$ cat src/rtl/mem_pkg.sv
// mem_pkg: shared FSM encoding, default base address and index-width helper for the wait-state MEM stage
package mem_pkg;
  localparam logic [1:0] S_IDLE = 2'd0;
  localparam logic [1:0] S_BUSY = 2'd1;
  localparam logic [1:0] S_DONE = 2'd2;
  localparam int BASE_ADDR_DEF = 1024;
  function automatic int addr_w(input int n);
    return (n <= 2) ? 1 : $clog2(n);
  endfunction
endpackage

$ cat src/rtl/data_memory.sv
// data_memory: word array with synchronous write and asynchronous read
module data_memory import mem_pkg::*; #(
  parameter int DATA_W = 32,
  parameter int DEPTH  = 64
) (
  input  logic                       clk,
  input  logic                       we,
  input  logic [addr_w(DEPTH)-1:0]   idx,
  input  logic [DATA_W-1:0]          wdata,
  output logic [DATA_W-1:0]          rdata
);
  logic [DATA_W-1:0] r_mem [DEPTH];
  always_ff @(posedge clk)
    if (we) r_mem[idx] <= wdata;
  assign rdata = r_mem[idx];
endmodule

$ cat src/rtl/mem_stage_wait.sv
// mem_stage_wait: MEM stage with data memory and WAIT_CYCLES busy cycles per access, stalling upstream meanwhile
module mem_stage_wait import mem_pkg::*; #(
  parameter int DATA_W      = 32,
  parameter int DEPTH       = 64,
  parameter int WAIT_CYCLES = 2,
  parameter int BASE_ADDR   = BASE_ADDR_DEF
) (
  input  logic              clk,
  input  logic              rst,
  input  logic [DATA_W-1:0] PC_in,
  input  logic              wb_en,
  input  logic              mem_r_en,
  input  logic              mem_w_en,
  input  logic [DATA_W-1:0] alu_res,
  input  logic [DATA_W-1:0] val_rm,
  input  logic [3:0]        dest,
  output logic [DATA_W-1:0] PC,
  output logic              wb_en_out,
  output logic              mem_r_en_out,
  output logic [DATA_W-1:0] alu_res_out,
  output logic [3:0]        dest_out,
  output logic [DATA_W-1:0] data_mem_out,
  output logic              stall,
  output logic              addr_err
);
  localparam int AW = addr_w(DEPTH);
  localparam int CW = addr_w(WAIT_CYCLES);
  logic [1:0]        r_state, w_next;
  logic [CW-1:0]     r_cnt, w_cnt;
  logic [DATA_W-1:0] w_off, w_rdata;
  logic [AW-1:0]     w_idx;
  logic              w_req, w_in_range, w_fin, w_we;
  assign w_req      = mem_r_en | mem_w_en;
  assign w_off      = alu_res - DATA_W'(BASE_ADDR);
  assign w_idx      = w_off[AW+1:2];
  assign w_in_range = (alu_res >= DATA_W'(BASE_ADDR)) && ((w_off >> 2) < DATA_W'(DEPTH));
  assign w_fin      = (r_state == S_BUSY) && (r_cnt == '0);
  assign w_we       = w_fin & mem_w_en & w_in_range;
  assign w_next = (r_state == S_IDLE) ? (w_req ? S_BUSY : S_IDLE) :
                  (r_state == S_BUSY) ? (w_fin ? S_DONE : S_BUSY) : S_IDLE;
  assign w_cnt  = (r_state == S_IDLE && w_req) ? CW'(WAIT_CYCLES - 1) :
                  (r_state == S_BUSY && !w_fin) ? r_cnt - CW'(1) : r_cnt;
  // reset drops stall without waiting for a clock edge
  assign stall        = ~rst & ((r_state == S_IDLE) ? w_req : (r_state == S_BUSY));
  assign wb_en_out    = wb_en & ~stall;
  assign mem_r_en_out = mem_r_en & ~stall;
  assign PC           = PC_in;
  assign alu_res_out  = alu_res;
  assign dest_out     = dest;
  data_memory #(.DATA_W(DATA_W), .DEPTH(DEPTH)) u_mem (
    .clk   (clk),
    .we    (w_we),
    .idx   (w_idx),
    .wdata (val_rm),
    .rdata (w_rdata)
  );
  always_ff @(posedge clk or posedge rst)
    if (rst) begin
      r_state      <= S_IDLE;
      r_cnt        <= '0;
      data_mem_out <= '0;
      addr_err     <= 1'b0;
    end else begin
      r_state <= w_next;
      r_cnt   <= w_cnt;
      if (w_fin) addr_err <= ~w_in_range;
      else if (r_state == S_DONE) addr_err <= 1'b0;
      if (w_fin && mem_r_en && !mem_w_en) data_mem_out <= w_in_range ? w_rdata : '0;
    end
endmodule

$ cat config.mk
export PLATFORM = sky130hd
export DESIGN_NAME = mem_stage_wait
export DESIGN_NICKNAME = d
export VERILOG_FILES = /design/src/rtl/mem_pkg.sv /design/src/rtl/data_memory.sv /design/src/rtl/mem_stage_wait.sv
export SDC_FILE = /design/constraint.sdc
export NUM_CORES = 2
export LEC_CHECK = 0
export CORE_ASPECT_RATIO = 0.75
export CORE_MARGIN = 2
export CORE_UTILIZATION = 30
export DETAILED_ROUTE_END_ITERATION = 6
export SYNTH_ARGS = -nofsm -noshare
export SYNTH_HDL_FRONTEND = slang
export SYNTH_SLANG_ARGS = --single-unit
$ cat constraint.sdc
create_clock -name clk -period 11.53 [get_ports clk]
set_input_delay 2.306 -clock clk [delete_from_list [all_inputs] [get_ports clk]]
set_output_delay 2.306 -clock clk [all_outputs]
set_load 0.01 [all_outputs]
==> run summary <==
Status - finished, violations left
Failing checks - DRC, capacitance limit, slew limit
Post-Route WL - 281.6 mm
Worst-skew pair later-pin latency - 0.87 ns
Fraction of registers with async set/reset - 0.01727
Clock-pin slew on the worst setup and hold paths - 0.06 ns
Antenna viol nets, final - 0
Crit path launch type - primary input
Tmin final - 6.634 ns
Pwr dens - 168.5 nW/µm²
Vias - 47340
Vias in the first global route - 43960
Routed WL per cell - 34.22 µm
Area grow syn2layout - 14.54%
RSZ-0062 raised after global routing - no
Placed cell area - 86390 µm²
Slowest CP cell - clkdlybuf4s50_1
Most frequent cells in the layout - 2048 x edfxtp_1, 248 x o22ai_1, 206 x mux2i_1
CTS Buf Count - 193
FMAX - 150.7 MHz
Htree depth - 4
Hpwl dp - 164.7 mm
Final setup violation count - 0
Slew @ Worst Pin - 1.734 ns
Crit path DAT - 4.33 ns
Syn Area/Cell - 18.50 µm²
Drc violations - 2
Post-Syn Nets - 4463
DIE AREA - 273000 µm²
Mapped cell area - 80630 µm²
Max-slew headroom - -0.1559
Height of the die - 453.0 µm
Final GP Congestion - 0.8945
Crit Path Class - in2out
First-pass GRT wire length - 379.4 mm
Fin area - 92360 µm²
Largest net degree at the start of global routing - 89
Clk_skew - 0.06605 ns
Max VDD drop - 0.1239 mV
IO Port Bufs - 132
Max Cap Viol - 2
Required time of the critical path - 9.22 ns
Layout Nets - 4609
Initial antenna violation count - 34
Post-CTS Hold Fix Bufs - 0
I/O pin cnt - 209
Maximum fanout along the worst path - 12
Worst setup EP type - primary output
Die span in x - 602.6 µm
Tcrit/Tclk final - 0.5753
Post-CTS Setup Inserts - 0
Post-synth cell types - 72
Initial DRC Count - 8913
Leakage - 28.59 nW
Setup TNS - 0 ns
Most common cell after layout, fill and taps aside - edfxtp_1
Synth Instances - 4358
CP Cell Sequence - clkdlybuf4s50_1, nor3_1, nor3_1, clkdlybuf4s50_1
Slew Limit Fails - 2
Core Region - 266800 µm²
Initial DRT Pass Iterations - 7
Clock Sinks - 2084
Min-delay worst type - reg2reg
Max Root-Sink Buffers - 4
Root Buffer - clkbuf_16
Pwr Total - 15.57 mW
Final Hold Vio Count - 0
Synth warn - 0
Global Route Usage Sum - 0.1998
Via/cell ratio - 5.754
Layout cells sized above 1 - 0.1978
Global route total overflow - 0
Main synth FF type - edfxtp_1
Site row count - 164
Starting Density - 0.3023
TritonCTS clock tree - done
Worst path max stage delay - 0.89 ns
CTS-repair resized insts - 0
EDFF count, synth - 2048
Yosys reg bits - 2084
Sequential area share after synthesis - 0.7739
[sequential cells by signal, indices dropped and copies added (netlist names)]
register      cells
addr_err          1
data_mem_out     32
r_cnt             1
r_state           2
u_mem.r_mem    2048
[cells by family after synthesis]
kind of cell | Yosys count | share of synthesized area
xor+xnor | 2 | 0.0002173
flops | 2084 | 0.7739
compound gates | 869 | 0.07807
simple gates | 474 | 0.02657
buf+inv | 377 | 0.02433
fa+ha+maj | 1 | 0.0001241
mux | 551 | 0.09680
[critical path, delay by kind of cell]
kind	cells	cell delay, ns
buf+inv	2	1.51
simple gates	2	0.51
[cell usage after synthesis, types with 17 or more instances]
| cell type | n | area [µm²] |
|---|---|---|
| edfxtp_1 | 2048 | 61500 |
| o22ai_1 | 248 | 1551 |
| mux2i_1 | 206 | 2062 |
| mux2_2 | 180 | 2027 |
| nand2_1 | 178 | 668.1 |
| mux4_2 | 165 | 3716 |
| nor2_1 | 155 | 581.8 |
| o221ai_1 | 126 | 1104 |
| clkbuf_1 | 116 | 435.4 |
| buf_2 | 109 | 545.5 |
| buf_4 | 103 | 773.2 |
| a21oi_1 | 96 | 480.5 |
| o21ai_0 | 71 | 355.3 |
| a22oi_1 | 59 | 442.9 |
| a221oi_1 | 45 | 394.1 |
| dfrtp_1 | 36 | 900.9 |
| a2bb2oi_1 | 28 | 245.2 |
| buf_1 | 27 | 101.4 |
| o31ai_1 | 25 | 187.7 |
| nor3_1 | 23 | 115.1 |
| nor2b_1 | 21 | 131.4 |
| o22a_1 | 20 | 175.2 |
| a222oi_1 | 19 | 190.2 |
| a211oi_1 | 18 | 135.1 |
| a221o_1 | 17 | 170.2 |
| inv_1 | 17 | 63.81 |
[layout make-up]
type | instances | area (µm²)
clock buffers | 262 | 5283
diodes | 7 | 17.52
inverters | 18 | 76.32
well taps | 3569 | 4466
fillers | 25010 | 174400
multi-input cells | 1897 | 16830
repair buffers | 310 | 2623
clock inverters | 81 | 659.4
flip-flops and latches | 2084 | 62400
[final timing paths]
check                                     start                      endpoint  slack [ns]  cells after the start
max                                    mem_w_en                         stall        4.90                      4
min                        r_state[0]$_DFF_PP0_             r_cnt$_DFFE_PP0P_        0.51                      1
max reg2reg                r_state[0]$_DFF_PP0_  data_mem_out[29]$_DFFE_PP0P_        7.08                     10
min reg2reg                r_state[0]$_DFF_PP0_             r_cnt$_DFFE_PP0P_        0.51                      1
max in group asynchronous                   rst  data_mem_out[19]$_DFFE_PP0P_        8.86                      3
min in group asynchronous                   rst          r_state[0]$_DFF_PP0_        2.05                      3
[metrics by stage]
| step | hold WS, ns | setup WS (ns) | instances | util |
|---|---|---|---|---|
| 6_report | 0.5094 | 4.896 | 8228 | 0.3462 |
| 5_1_grt | 0.5341 | 4.799 | 8221 | 0.3462 |
| 4_1_cts | 0.5187 | 4.894 | 8219 | 0.3461 |
| 3_5_place_dp | 0.5094 | 4.482 | 7876 | 0.3238 |
| 3_3_place_gp | 0.4810 | 4.438 | 7876 | 0.3238 |
| 2_1_floorplan | 0.4583 | 4.238 | 4358 | - |
[layer usage]
metal,global-route usage,up-vias,routed length (µm)
li1,-,18230,-
met1,0.2849,24680,110000
met2,0.2816,3872,117700
met3,0.07323,548,44560
met4,0.06063,14,9220
met5,0,-,93
[report_power, final]
| group | switching (mW) | internal [mW] | leakage (nW) | total (mW) |
|---|---|---|---|---|
| Combinational | 0.724 | 0.262 | 6.79 | 0.986 |
| Sequential | 0.00771 | 8.32 | 18.9 | 8.33 |
| Clock | 2.82 | 3.43 | 2.91 | 6.25 |
| Total | 3.56 | 12.0 | 28.6 | 15.6 |
No activity file was read; power rests on OpenSTA's default activity.
